--- config.mk ---
export PLATFORM = sky130hd
export DESIGN_NAME = dot_product_reader_flat
export DESIGN_NICKNAME = d
export VERILOG_FILES = /design/src/rtl/dot_product_reader_pkg.sv /design/src/rtl/dot_product_reader_if.sv /design/src/rtl/dot_product_reader_mac.sv /design/src/rtl/dot_product_reader.sv /design/src/flat_wrapper.sv
export SDC_FILE = /design/constraint.sdc
export NUM_CORES = 1
export LEC_CHECK = 0
export CAP_MARGIN = 30
export CORE_MARGIN = 2
export CORE_UTILIZATION = 55
export CTS_CLUSTER_DIAMETER = 100
export DETAILED_ROUTE_END_ITERATION = 8
export DONT_BUFFER_PORTS = 1
export GPL_TIMING_DRIVEN = 0
export MAX_ROUTING_LAYER = met4
export PLACE_DENSITY = 0.74
export SLEW_MARGIN = 0
export SYNTH_ARGS = -nofsm -noshare
export SYNTH_HDL_FRONTEND = slang
export SYNTH_SLANG_ARGS = --single-unit
--- constraint.sdc ---
create_clock -name clk -period 6.35 [get_ports clk]
set_input_delay 0.635 -clock clk [delete_from_list [all_inputs] [get_ports clk]]
set_output_delay 0.635 -clock clk [all_outputs]
set_load 0.05 [all_outputs]
--- src/rtl/dot_product_reader_pkg.sv ---
// ---------------------------------------------------------------------------
// dot_pkg
// Shared definitions for the dot-product read sequencer: the sequencer FSM
// state encoding, the default datapath widths, and a helper that sizes the
// accumulator so a full-length vector of maximum-valued elements cannot
// overflow it.
// ---------------------------------------------------------------------------
package dot_pkg;

   // Sequencer states: wait for start, stream reads, absorb the last
   // returned pair, then publish the result for one cycle.
   typedef enum logic [1:0] {
      IDLE  = 2'd0,
      READ  = 2'd1,
      DRAIN = 2'd2,
      DONE  = 2'd3
   } state_t;

   localparam int ADDR_WIDTH_DEF = 4;
   localparam int DATA_WIDTH_DEF = 8;

   // Each product needs 2*dataWidth bits and up to 2^addrWidth of them are
   // summed, which adds addrWidth bits of headroom.
   function automatic int accWidth(input int dataWidth, input int addrWidth);
      return 2 * dataWidth + addrWidth;
   endfunction

   localparam int ACC_WIDTH_DEF = accWidth(DATA_WIDTH_DEF, ADDR_WIDTH_DEF);

endpackage

--- src/rtl/dot_product_reader_if.sv ---
// ---------------------------------------------------------------------------
// dot_product_reader_if
// Bundles the control handshake (start/base_addr/len -> result/result_valid/
// busy) and the shared vector-memory read port (rd_en/rd_addr -> a_data/
// b_data) of the dot-product read sequencer.
//   slave  : the sequencer itself
//   master : the surrounding control logic and the two vector RAMs
// ---------------------------------------------------------------------------
interface dot_product_reader_if
   import dot_pkg::*;
#(
   parameter int ADDR_WIDTH = ADDR_WIDTH_DEF,
   parameter int DATA_WIDTH = DATA_WIDTH_DEF,
   parameter int ACC_WIDTH  = ACC_WIDTH_DEF
);

   logic                  start;
   logic [ADDR_WIDTH-1:0] base_addr;
   logic [ADDR_WIDTH:0]   len;
   logic                  rd_en;
   logic [ADDR_WIDTH-1:0] rd_addr;
   logic [DATA_WIDTH-1:0] a_data;
   logic [DATA_WIDTH-1:0] b_data;
   logic [ACC_WIDTH-1:0]  result;
   logic                  result_valid;
   logic                  busy;

   modport slave (
      input  start, base_addr, len, a_data, b_data,
      output rd_en, rd_addr, result, result_valid, busy
   );

   modport master (
      output start, base_addr, len, a_data, b_data,
      input  rd_en, rd_addr, result, result_valid, busy
   );

endinterface

--- src/rtl/dot_product_reader_mac.sv ---
// ---------------------------------------------------------------------------
// dp_mac
// Registered unsigned multiply-accumulate used by the dot-product reader.
// Ports:
//   clk, rst_n : clock and synchronous active-low reset
//   clr        : zero the accumulator (wins over en)
//   en         : add a*b into the accumulator this cycle
//   a, b       : unsigned element pair
//   acc        : accumulator register
// ---------------------------------------------------------------------------
module dp_mac
   import dot_pkg::*;
#(
   parameter int DATA_WIDTH = DATA_WIDTH_DEF,
   parameter int ACC_WIDTH  = ACC_WIDTH_DEF
) (
   input  logic                  clk,
   input  logic                  rst_n,
   input  logic                  clr,
   input  logic                  en,
   input  logic [DATA_WIDTH-1:0] a,
   input  logic [DATA_WIDTH-1:0] b,
   output logic [ACC_WIDTH-1:0]  acc
);

   logic [2*DATA_WIDTH-1:0] product;
   logic [ACC_WIDTH-1:0]    acc_q;
   logic [ACC_WIDTH-1:0]    acc_d;

   // Full-width unsigned product, zero-extended (or wrapped) into the
   // accumulator width; the sum itself wraps modulo 2^ACC_WIDTH.
   always_comb begin
      product = {{DATA_WIDTH{1'b0}}, a} * {{DATA_WIDTH{1'b0}}, b};
      acc_d   = acc_q;
      if (clr) begin
         acc_d = '0;
      end else if (en) begin
         acc_d = acc_q + ACC_WIDTH'(product);
      end
   end

   // Accumulator register.
   always_ff @(posedge clk) begin
      if (!rst_n) begin
         acc_q <= '0;
      end else begin
         acc_q <= acc_d;
      end
   end

   assign acc = acc_q;

endmodule

--- src/rtl/dot_product_reader.sv ---
// ---------------------------------------------------------------------------
// dot_product_reader
// Read-side sequencer for the dot-product datapath. On an accepted start it
// streams N = min(len, 2^ADDR_WIDTH) consecutive (wrapping) addresses into
// the A and B vector RAMs, multiply-accumulates the pairs they return one
// cycle later, and publishes the sum with a one-cycle result_valid pulse.
// Ports:
//   clk   : clock, rising edge
//   rst_n : synchronous active-low reset
//   bus   : slave side of dot_product_reader_if (control handshake plus
//           the shared memory read port)
// ---------------------------------------------------------------------------
module dot_product_reader
   import dot_pkg::*;
#(
   parameter int ADDR_WIDTH = ADDR_WIDTH_DEF,
   parameter int DATA_WIDTH = DATA_WIDTH_DEF,
   parameter int ACC_WIDTH  = ACC_WIDTH_DEF
) (
   input logic                  clk,
   input logic                  rst_n,
   dot_product_reader_if.slave  bus
);

   localparam logic [ADDR_WIDTH:0] MAX_LEN  = {1'b1, {ADDR_WIDTH{1'b0}}};
   localparam logic [ADDR_WIDTH:0] LEN_ZERO = '0;
   localparam logic [ADDR_WIDTH:0] LEN_ONE  = {{ADDR_WIDTH{1'b0}}, 1'b1};

   state_t                state_q, state_d;
   logic [ADDR_WIDTH-1:0] rdAddr_q, rdAddr_d;
   logic [ADDR_WIDTH:0]   remain_q, remain_d;
   logic                  rdEn_q, rdEn_d;
   logic                  dataValid_q;
   logic                  busy_q, busy_d;
   logic                  resultValid_q, resultValid_d;
   logic [ACC_WIDTH-1:0]  result_q, result_d;
   logic [ADDR_WIDTH:0]   clampedLen;
   logic                  accept;
   logic [ACC_WIDTH-1:0]  macAcc;

   // Next-state and next-output logic. remain_q counts reads still to be
   // issued, so the READ state ends on the cycle it issues the last one.
   always_comb begin
      state_d       = state_q;
      rdAddr_d      = rdAddr_q;
      remain_d      = remain_q;
      rdEn_d        = 1'b0;
      accept        = 1'b0;
      clampedLen    = (bus.len > MAX_LEN) ? MAX_LEN : bus.len;

      case (state_q)
         IDLE: begin
            if (bus.start) begin
               accept = 1'b1;
               if (clampedLen == LEN_ZERO) begin
                  state_d = DONE;
               end else begin
                  state_d  = READ;
                  rdEn_d   = 1'b1;
                  rdAddr_d = bus.base_addr;
                  remain_d = clampedLen;
               end
            end
         end
         READ: begin
            remain_d = remain_q - LEN_ONE;
            if (remain_q == LEN_ONE) begin
               state_d = DRAIN;
            end else begin
               rdEn_d   = 1'b1;
               rdAddr_d = rdAddr_q + 1'b1;
            end
         end
         DRAIN: begin
            state_d = DONE;
         end
         DONE: begin
            state_d = IDLE;
         end
         default: begin
            state_d = IDLE;
         end
      endcase

      busy_d        = (state_d != IDLE);
      resultValid_d = (state_d == DONE);
      result_d      = (state_q == DONE) ? macAcc : result_q;
   end

   // State, counters, registered outputs and the one-cycle read-enable delay
   // that marks when the RAMs' registered data_out carries a fresh pair.
   always_ff @(posedge clk) begin
      if (!rst_n) begin
         state_q       <= IDLE;
         rdAddr_q      <= '0;
         remain_q      <= '0;
         rdEn_q        <= 1'b0;
         dataValid_q   <= 1'b0;
         busy_q        <= 1'b0;
         resultValid_q <= 1'b0;
         result_q      <= '0;
      end else begin
         state_q       <= state_d;
         rdAddr_q      <= rdAddr_d;
         remain_q      <= remain_d;
         rdEn_q        <= rdEn_d;
         dataValid_q   <= rdEn_q;
         busy_q        <= busy_d;
         resultValid_q <= resultValid_d;
         result_q      <= result_d;
      end
   end

   dp_mac #(
      .DATA_WIDTH (DATA_WIDTH),
      .ACC_WIDTH  (ACC_WIDTH)
   ) uMac (
      .clk   (clk),
      .rst_n (rst_n),
      .clr   (accept),
      .en    (dataValid_q),
      .a     (bus.a_data),
      .b     (bus.b_data),
      .acc   (macAcc)
   );

   // The final accumulation lands at the end of DRAIN, so during the DONE
   // cycle the sum is only available in the accumulator register itself.
   // The result is therefore steered from the accumulator while the pulse is
   // up and from the holding register afterwards; both sources are flops.
   assign bus.rd_en        = rdEn_q;
   assign bus.rd_addr      = rdAddr_q;
   assign bus.busy         = busy_q;
   assign bus.result_valid = resultValid_q;
   assign bus.result       = resultValid_q ? macAcc : result_q;

endmodule

--- src/flat_wrapper.sv ---
// flat-port wrapper written by rule: the top's interface ports become plain ports
module dot_product_reader_flat import dot_pkg::*;
#(
   parameter int ADDR_WIDTH = ADDR_WIDTH_DEF,
   parameter int DATA_WIDTH = DATA_WIDTH_DEF,
   parameter int ACC_WIDTH  = ACC_WIDTH_DEF
)
  (clk, rst_n, bus_start, bus_base_addr, bus_len, bus_a_data, bus_b_data, bus_rd_en, bus_rd_addr, bus_result, bus_result_valid, bus_busy);
  dot_product_reader_if #(.ADDR_WIDTH(ADDR_WIDTH), .DATA_WIDTH(DATA_WIDTH), .ACC_WIDTH(ACC_WIDTH)) bus_i ();
  input logic clk;
  input logic rst_n;
  input wire logic [$bits(bus_i.start)-1:0] bus_start;
  input wire logic [$bits(bus_i.base_addr)-1:0] bus_base_addr;
  input wire logic [$bits(bus_i.len)-1:0] bus_len;
  input wire logic [$bits(bus_i.a_data)-1:0] bus_a_data;
  input wire logic [$bits(bus_i.b_data)-1:0] bus_b_data;
  output wire logic [$bits(bus_i.rd_en)-1:0] bus_rd_en;
  output wire logic [$bits(bus_i.rd_addr)-1:0] bus_rd_addr;
  output wire logic [$bits(bus_i.result)-1:0] bus_result;
  output wire logic [$bits(bus_i.result_valid)-1:0] bus_result_valid;
  output wire logic [$bits(bus_i.busy)-1:0] bus_busy;
  assign bus_i.start = bus_start;
  assign bus_i.base_addr = bus_base_addr;
  assign bus_i.len = bus_len;
  assign bus_i.a_data = bus_a_data;
  assign bus_i.b_data = bus_b_data;
  assign bus_rd_en = bus_i.rd_en;
  assign bus_rd_addr = bus_i.rd_addr;
  assign bus_result = bus_i.result;
  assign bus_result_valid = bus_i.result_valid;
  assign bus_busy = bus_i.busy;
  dot_product_reader #(.ADDR_WIDTH(ADDR_WIDTH), .DATA_WIDTH(DATA_WIDTH), .ACC_WIDTH(ACC_WIDTH)) u_core (.clk(clk), .rst_n(rst_n), .bus(bus_i));
endmodule
==> reports/metrics.cfg <==
[outcome]
status=finished, final reports clean

[finish]
final_core_util_pct=58.52
antennaDiodeCount=0
fillCellCount=834
nets=740
drive_above_1_share_pct=4.685
area_growth_pct=4.670

[timing]
slew_viol_final=0
hold_violations=0
fin_ws_ns=1.505
clock.fmax_ghz=0.2064
finalSetupViolCount=0
fin_skew_ns=0.007567
rsz0062_at_grt=false
finalSetupTns_ns=0
fin_crit_ns=4.845
whs_ns=0.4506
worst_slew_pin_slew_ns=0.9212
fin_crit_sh_pct=76.30
maxSlewHeadroom_pct=37.72

[cts]
cts-htree-levels=2
cts_setup_buffers=0
numCtsBuffers=5
clk_latency_ns=0.30
cts_buffer_depth=2
post_cts_resized=0
root_buffer=clkbuf_8
clock_sinks=55
cts_tree=yes
cts.clk_slew.worst_paths_ns=0.09
hold_buffers=0

[drt]
drc_errors=0
wl_per_cell_um=14.54
drt-initial-drc-count=177
viasPerCell=5.526
antenna_left=0
routed_wl_mm=10.62
vias=4034
first_pass_iters=4

[synthesis]
syn_area_um2=5117
ys.flop_type=dfxtp_1
ys_seq_area_share_pct=21.52
synth_warnings=0
synth.net_count=733
synth_edf_count=0
synthDistinctLibCells=52
ys_async_sr_fraction_pct=0
syn_avg_cell_area_um2=8.375
synth_cells=611
ys_ff_latch=55

[run]
cap_violations=0

[die]
fp.dieW_um=100.5
start_util_pct=55.91
row_count=35
io_pins=55
die_h_um=100.5
design.core.area_um2=9153
die-area_um2=10090

[critical_path]
worstSetupPathType=input port to flip-flop
crit_required_ns=6.59
critPathArrivalTime_ns=5.09
reg2regPathDepth=15
reg2reg_from=u_core.uMac.acc[6]
reg2reg_to=u_core.uMac.acc[15]
reg2reg_slack_ns=1.81
crit_path_end_kind=flip-flop
cp-start-kind=input port
worstPathMaxFanout=8

[global_routing]
grt_max_degree=16
grt_pass1_vias=3990
grt_pass1_wl_mm=18.30
gr-total-overflow=0
antenna_found_initial=0
track_usage_pct=22.92

[power_and_ir_drop]
vdd_drop_max_mv=0.1516
power.static_leakage_nw=2.505
powerDensity_nw_per_um2=277.4

[min_path]
whs_path_depth=1
worstHoldStart=rst_n
hp-class=input port to flip-flop
worstHoldEndpoint=u_core.bus.rd_addr[3]

[place]
port_buffers=0
dp_worst_setup_slack_ns=1.213
hpwl_mm=8.857
gp_congestion=0.9132

-- where the power goes --
| group | switching (mW) | internal [mW] | total (mW) |
|---|---|---|---|
| Sequential | 0.0402 | 0.368 | 0.408 |
| Clock | 0.103 | 0.0997 | 0.203 |
| Combinational | 0.510 | 0.365 | 0.875 |
-- final cells by class --
| class | instances | area, um^2 | area share [%] |
|---|---|---|---|
| well taps | 111 | 138.9 | 2.593 |
| clock buffers | 8 | 100.1 | 1.869 |
| inverters | 99 | 371.6 | 6.938 |
| plain buffers | 20 | 75.07 | 1.402 |
| multi-input cells | 437 | 3570 | 66.64 |
| flip-flops and latches | 55 | 1101 | 20.56 |
-- cells by family (layout without fill, tap and decap cells) --
group / count (synthesis) / after routing / share of synthesized area, %
and+or+nand+nor: 201 / 201 / 18.44
buffers and inverters: 119 / 127 / 8.728
AOI/OAI and AO/OA: 98 / 98 / 12.20
adders and majority gates: 94 / 94 / 30.32
DFF: 55 / 55 / 21.52
muxes: 31 / 31 / 6.577
xor gates and xnor gates: 13 / 13 / 2.225
-- per-stage QoR --
step | power (mW) | cell area, um^2 | std cells
floorplan | 1.117 | 5117 | 611
global placement | 1.265 | 5256 | 722
detailed placement | 1.289 | 5256 | 722
CTS | 1.495 | 5356 | 730
global route | 1.642 | 5356 | 730
finish | 1.486 | 5356 | 730
-- cell usage after synthesis, types with 4 or more instances --
master | n | area (um^2)
mux2_2 | 20 | 225.2
nor2_1 | 31 | 116.4
o21bai_1 | 5 | 37.54
xnor2_1 | 8 | 70.07
inv_1 | 98 | 367.9
a21oi_1 | 41 | 205.2
nand2_1 | 96 | 360.4
a211oi_1 | 9 | 67.56
mux2i_1 | 10 | 100.1
a21o_1 | 4 | 30.03
nand3_1 | 6 | 30.03
xor2_1 | 5 | 43.79
fa_1 | 50 | 1001
o21ai_0 | 6 | 30.03
clkbuf_1 | 19 | 71.32
nand2b_1 | 4 | 25.02
nor2b_1 | 4 | 25.02
nor3_1 | 5 | 25.02
and2_1 | 38 | 237.7
dfxtp_1 | 55 | 1101
o21ai_1 | 10 | 50.05
ha_1 | 44 | 550.5
-- worst max-delay path: stages --
cell	delay [ns]
clkbuf_1	0.32
nand2_1	0.13
fa_1	0.52
inv_1	0.05
fa_1	0.50
inv_1	0.05
fa_1	0.48
fa_1	0.55
inv_1	0.05
ha_1	0.36
o21ai_1	0.11
nor2_1	0.12
o31ai_2	0.12
o41a_1	0.50
or4b_1	0.50
nand3_1	0.08
-- metal layers --
metal	global-route usage [%]	part of all wire (%)	wire, um	vias up
met4	2.318	0.27	29	0
met2	40.94	52	5514	67
met3	2.635	3.1	327	4
met5	-	0	0	-
met1	29.09	45	4744	1979
li1	-	-	-	1984
-- state kept, by name (all words and copies together) (netlist names) --
register and flops:
u_core.bus.busy 1, u_core.bus.rd_addr 4, u_core.bus.rd_en 1, u_core.bus.result_valid 1
u_core.dataValid_q 1, u_core.remain_q 5, u_core.result_q 20, u_core.state_q 2
u_core.uMac.acc 20
-- cells in the final DEF (no fill, tap or decap), drive strengths merged, types with 5 or more instances in the layout --
cell / n
inv: 99
nand2: 96
dfxtp: 55
fa: 50
ha: 44
a21oi: 41
and2: 38
nor2: 31
clkbuf: 27
mux2: 21
o21ai: 16
mux2i: 10
a211oi: 9
xnor2: 8
nand3: 6
o21bai: 5
xor2: 5
nor3: 5
-- worst max-delay path by stage --
stage / start / to / slack, ns / cells past startpoint
finish: bus_a_data[5] / u_core.uMac.acc[15] / 1.51 / 16
global route: bus_a_data[5] / u_core.uMac.acc[15] / 1.33 / 16
CTS: bus_a_data[5] / u_core.uMac.acc[15] / 1.51 / 16
detailed placement: bus_a_data[5] / u_core.uMac.acc[15] / 1.21 / 16
global placement: bus_a_data[5] / u_core.uMac.acc[15] / 1.26 / 16
floorplan: bus_b_data[1] / u_core.uMac.acc[15] / 1.62 / 16
No activity file was read; power rests on OpenSTA's default activity.
